[src/rtl/riscv_multicycle_control.sv]
`default_nettype none
// ============================================================================
//  Module   : riscv_multicycle_control
//  Brief    : Multi-cycle RISC-V control sequencer. Takes one instruction's
//             opcode/funct3/funct7 through a valid/ready handshake and walks it
//             through DECODE, EXECUTE, MEM and WRITEBACK. It drives the ALU
//             select, register-file write, memory strobes and PC advance, and
//             raises a trap pulse on illegal encodings or memory timeouts.
//  Revision : 1.0 - initial release
// ============================================================================
module riscv_multicycle_control #(
    parameter int ALU_CTRL_W  = 4,
    parameter int MEM_TIMEOUT = 16,
    parameter int CNT_W       = 32
) (
    input  logic                  clk,
    input  logic                  reset,
    input  logic                  instr_valid,
    output logic                  instr_ready,
    input  logic [6:0]            opcode,
    input  logic [2:0]            funct3,
    input  logic [6:0]            funct7,
    input  logic                  mem_done,
    output logic [ALU_CTRL_W-1:0] alu_control,
    output logic                  regwrite_control,
    output logic                  memread,
    output logic                  memwrite,
    output logic                  pc_write,
    output logic                  illegal_instr,
    output logic [CNT_W-1:0]      retired_count
);

    localparam logic [6:0] OP_R     = 7'b0110011;
    localparam logic [6:0] OP_I     = 7'b0010011;
    localparam logic [6:0] OP_LOAD  = 7'b0000011;
    localparam logic [6:0] OP_STORE = 7'b0100011;
    localparam logic [6:0] F7_ZERO  = 7'b0000000;
    localparam logic [6:0] F7_ALT   = 7'b0100000;

    localparam logic [3:0] ALU_ADD = 4'd0, ALU_SUB = 4'd1, ALU_SRL = 4'd6, ALU_SRA = 4'd7;

    // Timeout counter only ever holds 0..MEM_TIMEOUT-1 before the trap fires.
    localparam int              TO_W     = (MEM_TIMEOUT > 1) ? $clog2(MEM_TIMEOUT) : 1;
    localparam logic [TO_W-1:0] TO_LIMIT = TO_W'(MEM_TIMEOUT - 1);
    localparam logic [TO_W-1:0] TO_ONE   = TO_W'(1);
    localparam logic [CNT_W-1:0] CNT_ONE = CNT_W'(1);

    typedef enum logic [2:0] {
        S_IDLE      = 3'd0,
        S_DECODE    = 3'd1,
        S_EXECUTE   = 3'd2,
        S_MEM       = 3'd3,
        S_WRITEBACK = 3'd4,
        S_TRAP      = 3'd5
    } state_t;

    state_t            state_q, state_d;
    logic [6:0]        opcode_q, funct7_q;
    logic [2:0]        funct3_q;
    logic [TO_W-1:0]   to_cnt_q;

    logic              dec_legal, dec_is_load, dec_is_store;
    logic [3:0]        dec_alu;
    logic              store_retire;

    // funct3 -> ALU code for the non-alternate arithmetic forms
    function automatic logic [3:0] base_alu(input logic [2:0] f3);
        case (f3)
            3'd0:    return 4'd0;   // ADD
            3'd1:    return 4'd2;   // SLL
            3'd2:    return 4'd3;   // SLT
            3'd3:    return 4'd4;   // SLTU
            3'd4:    return 4'd5;   // XOR
            3'd5:    return 4'd6;   // SRL
            3'd6:    return 4'd8;   // OR
            default: return 4'd9;   // AND
        endcase
    endfunction

    // Classify the captured instruction fields
    always_comb begin
        dec_legal    = 1'b0;
        dec_is_load  = 1'b0;
        dec_is_store = 1'b0;
        dec_alu      = ALU_ADD;
        case (opcode_q)
            OP_R: begin
                if (funct7_q == F7_ZERO) begin
                    dec_legal = 1'b1;
                    dec_alu   = base_alu(funct3_q);
                end else if (funct7_q == F7_ALT) begin
                    if (funct3_q == 3'd0) begin
                        dec_legal = 1'b1;
                        dec_alu   = ALU_SUB;
                    end else if (funct3_q == 3'd5) begin
                        dec_legal = 1'b1;
                        dec_alu   = ALU_SRA;
                    end
                end
            end
            OP_I: begin
                case (funct3_q)
                    3'd1: begin
                        dec_legal = (funct7_q == F7_ZERO);
                        dec_alu   = base_alu(funct3_q);
                    end
                    3'd5: begin
                        dec_legal = (funct7_q == F7_ZERO) || (funct7_q == F7_ALT);
                        dec_alu   = (funct7_q == F7_ALT) ? ALU_SRA : ALU_SRL;
                    end
                    default: begin
                        dec_legal = 1'b1;
                        dec_alu   = base_alu(funct3_q);
                    end
                endcase
            end
            OP_LOAD: begin
                dec_legal   = funct3_q inside {3'd0, 3'd1, 3'd2, 3'd4, 3'd5};
                dec_is_load = 1'b1;
            end
            OP_STORE: begin
                dec_legal    = funct3_q inside {3'd0, 3'd1, 3'd2};
                dec_is_store = 1'b1;
            end
            default: dec_legal = 1'b0;
        endcase
    end

    // Next-state selection; a completed store retires directly out of MEM
    always_comb begin
        state_d      = state_q;
        store_retire = 1'b0;
        case (state_q)
            S_IDLE:    if (instr_valid) state_d = S_DECODE;
            S_DECODE:  state_d = dec_legal ? S_EXECUTE : S_TRAP;
            S_EXECUTE: state_d = (dec_is_load || dec_is_store) ? S_MEM : S_WRITEBACK;
            S_MEM: begin
                // mem_done takes priority over an expiring timeout
                if (mem_done) begin
                    if (dec_is_load) begin
                        state_d = S_WRITEBACK;
                    end else begin
                        state_d      = S_IDLE;
                        store_retire = 1'b1;
                    end
                end else if (to_cnt_q == TO_LIMIT) begin
                    state_d = S_TRAP;
                end
            end
            S_WRITEBACK: state_d = S_IDLE;
            S_TRAP:      state_d = S_IDLE;
            default:     state_d = S_IDLE;
        endcase
    end

    // State, captured fields, counters and registered outputs (decoded from next state)
    always_ff @(posedge clk) begin
        if (reset) begin
            state_q          <= S_IDLE;
            opcode_q         <= '0;
            funct3_q         <= '0;
            funct7_q         <= '0;
            to_cnt_q         <= '0;
            retired_count    <= '0;
            instr_ready      <= 1'b1;
            alu_control      <= '0;
            regwrite_control <= 1'b0;
            memread          <= 1'b0;
            memwrite         <= 1'b0;
            pc_write         <= 1'b0;
            illegal_instr    <= 1'b0;
        end else begin
            state_q <= state_d;
            if (state_q == S_IDLE && instr_valid) begin
                opcode_q <= opcode;
                funct3_q <= funct3;
                funct7_q <= funct7;
            end
            if (state_q == S_EXECUTE) begin
                to_cnt_q <= '0;
            end else if (state_q == S_MEM && !mem_done) begin
                to_cnt_q <= to_cnt_q + TO_ONE;
            end
            if (state_q == S_WRITEBACK || store_retire) begin
                retired_count <= retired_count + CNT_ONE;
            end
            instr_ready      <= (state_d == S_IDLE);
            alu_control      <= (state_d == S_EXECUTE || state_d == S_MEM || state_d == S_WRITEBACK)
                                ? ALU_CTRL_W'(dec_alu) : '0;
            regwrite_control <= (state_d == S_WRITEBACK);
            memread          <= (state_d == S_MEM) && dec_is_load;
            memwrite         <= (state_d == S_MEM) && dec_is_store;
            pc_write         <= (state_d == S_WRITEBACK) || store_retire;
            illegal_instr    <= (state_d == S_TRAP);
        end
    end

endmodule
`default_nettype wire

[config.mk]
export PLATFORM = sky130hd
export DESIGN_NAME = riscv_multicycle_control
export DESIGN_NICKNAME = d
export VERILOG_FILES = /design/src/rtl/riscv_multicycle_control.sv
export SDC_FILE = /design/constraint.sdc
export NUM_CORES = 1
export LEC_CHECK = 0
export ABC_CLOCK_PERIOD_IN_PS = 2050
export CELL_PAD_IN_SITES_DETAIL_PLACEMENT = 1
export CELL_PAD_IN_SITES_GLOBAL_PLACEMENT = 1
export CORE_MARGIN = 4
export CORE_UTILIZATION = 34
export CTS_CLUSTER_DIAMETER = 80
export DETAILED_ROUTE_END_ITERATION = 10
export GPL_TIMING_DRIVEN = 0
export PLACE_DENSITY = 0.8
export SYNTH_ARGS = -nofsm -noshare
export SYNTH_HDL_FRONTEND = slang
export SYNTH_SLANG_ARGS = --single-unit
export TNS_END_PERCENT = 100
[constraint.sdc]
create_clock -name clk -period 2.05 [get_ports clk]
set_input_delay 0.205 -clock clk [delete_from_list [all_inputs] [get_ports clk]]
set_output_delay 0.205 -clock clk [all_outputs]
set_load 0.01 [all_outputs]
## Yosys cells after proc, flatten, opt, wreduce, memory -nomap -nowiden

Cells that the tools add are included.
Widths: inputs -> output; s select.

- Register bits after elaboration: 66
- Bits in latches: 0
- Bits in writable memories: 0
- ROM bits: 0
- Input port bits: 21
- Output and inout port bits: 42
- Word-level logic and storage cells: 82
- Memories: 0

- $add $sub $neg: 2
- Multiply operators: 0
- Div/mod/pow operators: 0
- $lt $le $gt $ge: 0
- Equality and inequality tests: 20
- Shift operators: 0
- Muxes and demuxes: 27
- Bitwise logic cells: 1
- Reductions and logical operators: 19

Operator list:

| operator | count |
|---|---|
| $add 32x1->32 const B | 1 |
| $pmux 4 s7 | 1 |
| $mux 3 | 9 |
| $eq 7x6->1 const B | 3 |
| $pmux 4 s5 | 1 |
| $eq 3x2->1 const B | 6 |
| $eq 3x3->1 const B | 6 |
| $pmux 4 s2 | 2 |
| $pmux 3 s4 | 1 |
| $mux 1 | 10 |
| $logic_not 3->1 | 3 |
| $eq 7x2->1 const B | 1 |
| $eq 7x5->1 const B | 1 |
| $logic_not 7->1 | 1 |
| $eq 3x1->1 const B | 2 |
| $logic_or 1x1->1 | 6 |
| $reduce_bool 5->1 | 1 |
| $add 4x1->4 const B | 1 |
| $eq 4x4->1 const B | 1 |
| $logic_and 1x1->1 | 4 |
| $mux 4 | 1 |
| $pmux 1 s4 | 1 |
| $reduce_or 2->1 | 2 |
| $reduce_bool 3->1 | 1 |
| 3 further kinds | 3 |

## Depth between registers and ports, before layout

- Depth in word-level cells: 13
- Depth in mapped cells: 8
- Mapped depth without buffers: 6

## Worst setup path after synthesis

OpenSTA, ideal clock, no wires.

- Path type: register -> register
- Start: register retired_count[3]
- End: register retired_count[29]
- Library setup time: 123 ps
- Data arrival time: 1,913 ps
- Data required time: 1,927 ps
- Path slack: 14 ps
- Cell stages (with the launch flop): 7
- Path buffers: 1
- Period minus slack after synthesis: 2,036 ps
- Path through: dfxtp_1 > and4_1 > buf_2 > nand4_1 > a2111oi_4 > and3_1 > mux2_1

- Cells in the longest elaborated chain, start to end: 1

RTL lines:

| item | RTL line | RTL |
|---|---|---|
| start: declaration | 30 | `output logic [CNT_W-1:0] retired_count` |
| start signal: assignment | 185 | `retired_count <= retired_count + CNT_ONE;` |
| $add 32x1->32 | 185 |  |

Every way passes these cells.
A chain may end at the register's enable or synchronous reset.

## Final worst setup path

- Start: register opcode_q[0]
- End: register retired_count[29]

- Cells in the longest elaborated chain, start to end: 6

RTL lines:

| item | RTL line | RTL |
|---|---|---|
| start: declaration | 58 | `logic [6:0] opcode_q, funct7_q;` |
| start signal: assignment | 175 | `opcode_q <= opcode;` |
| $eq 7x2->1 | 86 | `case (opcode_q)` |
| $mux 1 | 86 |  |
| $mux 1 | 140 | `if (dec_is_load) begin` |
| $mux 1 | 139 | `if (mem_done) begin` |
| $mux 1 | 133 | `case (state_q)` |
| $logic_or 1x1->1 | 184 | `if (state_q == S_WRITEBACK \|\| store_retire) begin` |

Every way passes these cells.

==> flow_metrics.env <==
export IMPL_antenna_found_initial=0
export IMPL_yosysTopAreaCellShare=0.409
export IMPL_status="finished clean"
export IMPL_drt_wl_total_mm=9.91
export IMPL_cap_violations=0
export IMPL_min_path_type="in2reg"
export IMPL_end_kind="register"
export IMPL_grt_overflow=0
export IMPL_dr_total_vias=3181
export IMPL_cpPeakStageDelay_ns=0.40
export IMPL_row_count=35
export IMPL_drtAntennaViolNets=0
export IMPL_die_area_sq_um=11100
export IMPL_crit_type="reg2reg"
export IMPL_dpl_instance_area_sq_um=4020
export IMPL_synthesis_nets=410
export IMPL_finalHoldViolCount=0
export IMPL_cts_made_buffers=9
export IMPL_io_buffers=62
export IMPL_syn_area_per_cell_sq_um=8.35
export IMPL_layout_cell_area_non_filler_sq_um=4400
export IMPL_synth_most_common_cell="dfxtp_1"
export IMPL_num_antenna_cells=0
export IMPL_path_buf_inv=0
export IMPL_crit_family="compound AO/OA/AOI/OAI gates"
export IMPL_drc_errors=0
export IMPL_grt_pass1_wl_mm=16.2
export IMPL_ys_seq_elements=66
export IMPL_cp_slowest_cell="a211o_4"
export IMPL_vias_per_cell=5.26
export IMPL_wl_per_cell_um=16.4
export IMPL_grtUsageTotal=0.178
export IMPL_place_hpwl_mm=7.02
export IMPL_core_area_sq_um=9240
export IMPL_synthArstFlopShare=0
export IMPL_cp_start_kind="register"
export IMPL_drt_iter0_markers=127
export IMPL_ys_types=60
export IMPL_synth_edf_count=0
export IMPL_start_util=0.350
export IMPL_holdWs_ns=0.414
export IMPL_finalSetupViolCount=0
export IMPL_netlist_instances=387
export IMPL_globalplace_congestion=0.786
export IMPL_synth_main_ff_cell="dfxtp_1"
export IMPL_layout_drive_gt1_share=0.160
export IMPL_clock_latency_ns=0.35
export IMPL_max_clock_freq_mhz=499
export IMPL_yosys_top_cells_area="dfxtp_1, a21oi_1, nand2_1, nor2_1, xnor2_1"
export IMPL_ios=63
export IMPL_fin_skew_ns=0.0123
export IMPL_fin_crit_ns=2.00
export IMPL_htree_levels=3
export IMPL_die_h_um=106
export IMPL_crit_chain="and3b_2 > a211o_4 > a2111oi_4 > and3_1 > mux2_4"
export IMPL_arrival_ns=2.25
export IMPL_yosysWarnings=0
export IMPL_path_clk_slew_ns=0.08
export IMPL_yosys_top_cells_count="dfxtp_1, nand2_1, a21oi_1"
export IMPL_p_leak_nw=1.54
export IMPL_yosys_area_top_type="dfxtp_1"
export IMPL_hold_buffers=0
export IMPL_area_growth_pct=36.1
export IMPL_grt_max_degree=12
export IMPL_worst_pin_slew_ns=0.621
export IMPL_die_w_um=106
export IMPL_synth_area_sq_um=3230
export IMPL_slew_headroom=0.586
export IMPL_clock_sinks=66
export IMPL_cp_max_fo=5
export IMPL_drv_slew=0
export IMPL_cts_tree="built"
export IMPL_cts_root_buf="clkbuf_8"
export IMPL_clk_path_buf_depth=2
export IMPL_grt_pass1_vias=3218
export IMPL_power_density_nw_per_um2=603
export IMPL_yosysSeqAreaShare=0.409
export IMPL_irDropWorstVdd_mv=0.286
export IMPL_required_ns=2.29
export IMPL_drtPass1Iterations=4
export IMPL_fin_nets=494
export IMPL_period_share=0.977
cells in the final DEF, fill, tap and decap left out, drive strengths merged, types with 6 or more instances in the layout:
cell type,instances
nor2,36
o21ai,16
buf,19
nand2,55
a21oi,45
and3,6
clkbuf,25
xnor2,12
nand3,9
or3,10
clkdlybuf4s50,62
dfxtp,66
nor2b,8
inv,10
a211oi,7
nand4,8
cells by family (layout without fill, tap and decap cells):
logic type | Yosys count | count (layout) | share of synthesized area
AO/OA/AOI/OAI | 102 | 102 | 0.215
XOR/XNOR | 17 | 17 | 0.0461
adder cells (fa/ha/maj) | 2 | 2 | 0.00774
buffers and inverters | 33 | 122 | 0.0441
flip-flops | 66 | 66 | 0.409
multiplexers | 5 | 5 | 0.0170
AND/OR/NAND/NOR | 162 | 162 | 0.261
report_power, final:
group / internal (mW) / switching, mW
logic: 0.144 / 0.196
clock network: 0.461 / 0.510
registers: 1.31 / 0.0291
path summary, 6_finish.rpt:
check	from	endpoint	slack (ns)	cells after the start
worst min register to register	funct7_q[4]	funct7_q[4]	0.46	2
worst max-delay path	opcode_q[0]	retired_count[29]	0.05	5
worst max register to register	opcode_q[0]	retired_count[29]	0.05	5
worst min-delay path	funct3[1]	funct3_q[1]	0.41	3
final cells by class:
class                   instances  area [sq um]
clock inverters                 6          32.5
plain buffers                  20           109
clock buffers                  10           138
repair buffers                 76           726
inverters                      10          37.5
fillers                      1108          4840
flip-flops and latches         66          1340
well taps                     129           161
multi-input cells             288          1860
stage by stage:
step / util / setup slack [ns] / setup TNS (ns) / total power, mW / cells
3_5_place_dp: 0.435 / -0.483 / -5.69 / 1.69 / 578
4_1_cts: 0.461 / -0.0204 / -0.0204 / 2.68 / 598
3_3_place_gp: 0.435 / -0.388 / -4.71 / 1.68 / 578
5_1_grt: 0.476 / -0.0195 / -0.0374 / 2.79 / 605
6_report: 0.476 / 0.0467 / 0 / 2.65 / 605
2_1_floorplan: - / 0.0136 / 0 / 1.57 / 387
routing by layer:
metal  part of all wire  vias up  track usage  wire [um]
met3              0.034       11       0.0404        335
li1                   -     1548            -          -
met1               0.46     1561        0.230       4510
met2               0.50       61        0.297       4920
met4              0.014        0       0.0509        138
met5                  0        -            0          0
timing repair:
item | CTS | global route
setup endpoints to repair | 23 | 30
gates resized for setup | 10 | 28
pin swaps | 5 | 7
buffers inserted | 4 | 10
worst min-delay path, stage by stage:
cell and delay (ns):
clkdlybuf4s50_1 0.40, nand2_1 0.06, a21oi_1 0.05
sequential cells by signal, indices dropped and copies added, names as in the netlist:
name	count
funct3_q	3
regwrite_control	1
opcode_q	7
instr_ready	1
pc_write	1
to_cnt_q	4
alu_control	4
memread	1
memwrite	1
state_q	3
illegal_instr	1
retired_count	32
funct7_q	7
(Power assumes the default switching activity.)
